$ cat src/rtl/hdbn_line_encoder_pkg.sv
// hdbn_line_encoder_pkg: shared internal symbol codes and ternary output codes for the HDBn encoder
package hdbn_line_encoder_pkg;
  typedef enum logic [1:0] {
    SYM_ZERO = 2'b00,
    SYM_ONE  = 2'b01,
    SYM_V    = 2'b10,
    SYM_B    = 2'b11
  } sym_t;
  localparam logic [1:0] TERN_POS = 2'b01;
  localparam logic [1:0] TERN_NEG = 2'b11;
  localparam logic [1:0] TERN_NUL = 2'b00;
endpackage

$ cat src/rtl/hdbn_line_encoder_v_insert.sv
// hdbn_v_insert: zero-run counter that marks the (ZMAX+1)th consecutive zero as a V symbol
module hdbn_v_insert
  import hdbn_line_encoder_pkg::*;
#(
  parameter int ZMAX  = 3,
  parameter int CNT_W = 3
) (
  input  logic clk,
  input  logic rst,
  input  logic valid,
  input  logic data,
  input  logic ami_mode,
  output sym_t sym
);
  logic [CNT_W-1:0] cnt;
  logic run_full;
  assign run_full = (cnt == CNT_W'(ZMAX));
  assign sym = data ? SYM_ONE : (!ami_mode && run_full) ? SYM_V : SYM_ZERO;
  always_ff @(posedge clk or posedge rst) begin
    if (rst) cnt <= '0;
    else if (valid) cnt <= (data || ami_mode || run_full) ? '0 : cnt + CNT_W'(1);
  end
endmodule

$ cat src/rtl/hdbn_line_encoder.sv
// hdbn_line_encoder: NRZ to HDBn ternary line code (V insertion, B back-insertion, AMI polarity)
module hdbn_line_encoder
  import hdbn_line_encoder_pkg::*;
#(
  parameter int ZMAX  = 3,
  parameter int CNT_W = 3
) (
  input  logic       i_clk,
  input  logic       i_rst,
  input  logic       i_valid,
  input  logic       i_data,
  input  logic       i_ami_mode,
  output logic       o_valid,
  output logic [1:0] o_code,
  output logic       o_pos,
  output logic       o_neg,
  output logic       o_sub
);
  sym_t       sym_in;
  sym_t       sr [ZMAX+1];
  logic [ZMAX:0] srv;
  logic       par_odd;
  logic       last_pos;
  sym_t       tail;
  logic       pulse;
  logic [1:0] code_nxt;
  logic       last_nxt;
  hdbn_v_insert #(.ZMAX(ZMAX), .CNT_W(CNT_W)) u_v_insert (
    .clk      (i_clk),
    .rst      (i_rst),
    .valid    (i_valid),
    .data     (i_data),
    .ami_mode (i_ami_mode),
    .sym      (sym_in)
  );
  assign tail = sr[ZMAX];
  always_comb begin
    pulse    = (tail == SYM_ONE) || (tail == SYM_B);
    code_nxt = pulse ? (last_pos ? TERN_NEG : TERN_POS)
             : (tail == SYM_V) ? (last_pos ? TERN_POS : TERN_NEG) : TERN_NUL;
    last_nxt = pulse ? ~last_pos : last_pos;
  end
  // A V entering the head lines up with the first zero of its run entering the tail slot
  always_ff @(posedge i_clk or posedge i_rst) begin
    if (i_rst) begin
      for (int i = 0; i <= ZMAX; i++) sr[i] <= SYM_ZERO;
      srv      <= '0;
      par_odd  <= 1'b0;
      last_pos <= 1'b0;
      o_valid  <= 1'b0;
      o_code   <= TERN_NUL;
      o_sub    <= 1'b0;
    end else if (i_valid) begin
      sr[0] <= sym_in;
      for (int i = 1; i < ZMAX; i++) sr[i] <= sr[i-1];
      sr[ZMAX] <= (sym_in == SYM_V && !par_odd) ? SYM_B : sr[ZMAX-1];
      srv      <= {srv[ZMAX-1:0], 1'b1};
      par_odd  <= (sym_in == SYM_V) ? 1'b0 : (sym_in == SYM_ONE) ? ~par_odd : par_odd;
      last_pos <= last_nxt;
      o_valid  <= srv[ZMAX];
      o_code   <= code_nxt;
      o_sub    <= srv[ZMAX] && (tail == SYM_V);
    end else begin
      o_valid <= 1'b0;
    end
  end
  assign o_pos = (o_code == TERN_POS);
  assign o_neg = (o_code == TERN_NEG);
endmodule

$ cat config.mk
export PLATFORM = sky130hd
export DESIGN_NAME = hdbn_line_encoder
export DESIGN_NICKNAME = d
export VERILOG_FILES = /design/src/rtl/hdbn_line_encoder_pkg.sv /design/src/rtl/hdbn_line_encoder_v_insert.sv /design/src/rtl/hdbn_line_encoder.sv
export SDC_FILE = /design/constraint.sdc
export NUM_CORES = 1
export LEC_CHECK = 0
export BUFFER_PORTS_ARGS = -buffer_cell sky130_fd_sc_hd__buf_4
export CAP_MARGIN = 10
export CORE_MARGIN = 5
export CORE_UTILIZATION = 58
export CTS_CLUSTER_DIAMETER = 200
export DETAILED_ROUTE_END_ITERATION = 12
export PLACE_DENSITY = 0.78
export SLEW_MARGIN = 20
export SYNTH_ARGS = -nofsm -noshare
export SYNTH_HDL_FRONTEND = slang
export SYNTH_SLANG_ARGS = --single-unit
$ cat constraint.sdc
create_clock -name i_clk -period 3.7 [get_ports i_clk]
set_clock_uncertainty 0.05 [all_clocks]
set_input_delay 0.37 -clock i_clk [delete_from_list [all_inputs] [get_ports i_clk]]
set_output_delay 0.37 -clock i_clk [all_outputs]
set_load 0.1 [all_outputs]
==> impl_metrics.tcl <==
set metrics [dict create \
    status "completed" \
    pwr-share-clk_pct 19.7 \
    dieArea_sq_um 2400 \
    reg2reg_from "u_v_insert.cnt[0]" \
    synth.avg_cell_area_sq_um 11.8 \
    die_x_um 49 \
    power_leakage_nw 0.434 \
    dp.final_hpwl_um 971 \
    gr-total-overflow 0 \
    path_class "register to register" \
    cp-end-kind "register" \
    rsz0062_at_grt "no" \
    wirelength_um 1380 \
    ant_nets 0 \
    tightest_slew_ns 0.774 \
    grt_max_degree 32 \
    core-area_sq_um 1470 \
    synthDistinctLibCells 24 \
    synth_area_sq_um 882 \
    first_pass_iters 4 \
    postCtsHoldBufs 0 \
    switchingPower_mw 0.211 \
    power.density_nw_per_um2 552 \
    max_freq_mhz 610 \
    antenna_found_initial 0 \
    sequentialPowerShare_pct 49.5 \
    clkLatencyLatePin_ns 0.30 \
    htree_levels 1 \
    worst-path-max-fanout 4 \
    hold_viol 0 \
    grt_pass1_wl_um 2550 \
    vias 558 \
    cts-buffers-inserted 3 \
    start_util_pct 59.9 \
    finalPower_mw 0.547 \
    reg2reg_to "u_v_insert.cnt[0]" \
    swShare_pct 38.6 \
    finalSetupTns_ns 0 \
    clock_path_buffers 2 \
    postSynthCellCount 75 \
    yosysWarnings 0 \
    seq_area_frac_synth_pct 59.6 \
    setup_violations 0 \
    dr_wl_met2_um 660 \
    wl_met3_um 68 \
    internal-power_mw 0.336 \
    wl_met1_um 640 \
    routed.top_layer "met4" \
    min_period_over_period_pct 44.3 \
    period_needed_ns 1.64 \
    slew_headroom_pct 48.4 \
    synthesis.nets 82 \
    combinationalPowerShare_pct 30.8 \
    drv_cap 0 \
    hold_path_class "primary input to asynchronous set/reset pin" \
    track_usage_pct 13.6 \
    cts_resized 0 \
    drive_gt1_share_pct 27.9 \
    ir_worst_vdd_mv 0.270 \
    antenna_cells 0 \
    crit_required_ns 3.88 \
    worstPathArrival_ns 1.82 \
    die_height_um 49 \
    reg2reg_slack_ns 2.06 \
    post-cts-setup-buffers 0 \
    drt_iter0_markers 6 \
    start_kind "register" \
    drv_slew 0 \
    cts_tree "built" \
    cts.sink_count 21 \
    gp_congestion 0.679 \
    cts-root-buf "clkbuf_4" \
    rows 14 \
    ys_seq_elements 21 \
    vias_per_cell 5.47 \
    area_growth_pct 12.3 \
    port_buffers 10 \
    drc 0 \
    wire_per_inst_um 13.6 \
    io_pins 11 \
    clk_pin_slew_ns 0.11 \
    grt_pass1_vias 552 \
    ff2ff_path_depth 4 \
    nets 94 \
]
logic make-up (layout without fill, tap and decap cells):
kind of cell               Yosys count  in the layout  synth area share, %
AOI/OAI and AO/OA                   11             11                 7.80
xor gates and xnor gates             1              1                0.993
muxes                                7              7                 8.79
adders and majority gates            2              2                 2.84
and+or+nand+nor                     21             21                 14.6
buffers and inverters               12             23                 5.39
DFF                                 21             21                 59.6
flip-flops by register name, summed over array words and instances (netlist names):
signal and cells:
last_pos 1, o_code 2, o_sub 1, o_valid 1
par_odd 1, sr 6, srv 4, tail 2
u_v_insert.cnt 3
Yosys cell counts:
master    number  share of area [%]
o22ai_1        2                1.4
o21ai_0        3                1.7
a21oi_1        1               0.57
clkbuf_1       1               0.43
or2b_1         1               0.85
dfrtp_1       21                 60
mux2i_1        1                1.1
xnor2_1        1               0.99
or3b_2         1               0.99
ha_1           2                2.8
and2_1         2                1.4
nand2_1        5                2.1
nor2_1         5                2.1
mux2_2         6                7.7
inv_1          9                3.8
buf_2          2                1.1
a31oi_1        3                2.1
nor2b_1        2                1.4
nand4b_1       1               0.99
or4b_4         2                3.1
o311ai_0       1               0.99
nand3b_1       1               0.85
or2_2          1               0.71
o32ai_1        1               0.99
layout by cell type, fill, tap and decap left out, types with 3 or more instances in the layout:
cell type / instances
dfrtp_1: 21
o21ai_0: 3
mux2_2: 6
inv_1: 9
clkbuf_4: 3
buf_4: 10
nand2_1: 5
a31oi_1: 3
nor2_1: 5
layer usage:
metal | vias to the layer above | track usage [%]
met5 | - | 0
met4 | 0 | 6.73
met3 | 2 | 3.67
met2 | 8 | 20.7
met1 | 275 | 17.6
li1 | 273 | -
critical path: stages, from the launching register on:
cell,delay (ns)
dfrtp_1,0.43
ha_1,0.21
ha_1,0.22
or4b_4,0.51
mux2i_1,0.15
stage by stage:
stage / utilization (%) / setup WS (ns) / hold WS, ns / instances / instance area (sq um)
6_report: 67.3 / 2.06 / 0.147 / 102 / 991
5_1_grt: 67.3 / 2.00 / 0.190 / 102 / 991
4_1_cts: 67.3 / 2.05 / 0.169 / 102 / 991
3_5_place_dp: 65.5 / 2.08 / 0.397 / 98 / 963
3_3_place_gp: 65.5 / 2.17 / 0.397 / 98 / 963
2_1_floorplan: - / 0.909 / 0.297 / 75 / 882
power by group through the flow:
stage / combinational, mW / sequential, mW / clock (mW)
6_report: 0.169 / 0.271 / 0.108
5_1_grt: 0.178 / 0.275 / 0.121
4_1_cts: 0.170 / 0.271 / 0.111
3_5_place_dp: 0.170 / 0.276 / 0
3_3_place_gp: 0.167 / 0.274 / 0
2_1_floorplan: 0.0901 / 0.319 / 0
worst max path at each step:
stage	startpoint	to	slack, ns	cells past startpoint
final	u_v_insert.cnt[0]	u_v_insert.cnt[0]	2.06	4
after global routing	u_v_insert.cnt[0]	u_v_insert.cnt[0]	2.00	4
after CTS	u_v_insert.cnt[0]	u_v_insert.cnt[0]	2.05	4
after detailed placement	u_v_insert.cnt[0]	u_v_insert.cnt[0]	2.08	4
after global placement	u_v_insert.cnt[0]	u_v_insert.cnt[1]	2.17	4
after floorplan	o_code[0]	o_pos	0.91	1
final cells by class:
| type | instances | area (sq um) |
|---|---|---|
| multi-input combinational | 42 | 309 |
| fill | 115 | 480 |
| clock buffer | 3 | 22.5 |
| inverter | 9 | 33.8 |
| tap | 16 | 20.0 |
| timing repair buffer | 10 | 75.1 |
| clock inverter | 1 | 5.00 |
| sequential | 21 | 526 |
No activity file was read; power rests on OpenSTA's default activity.
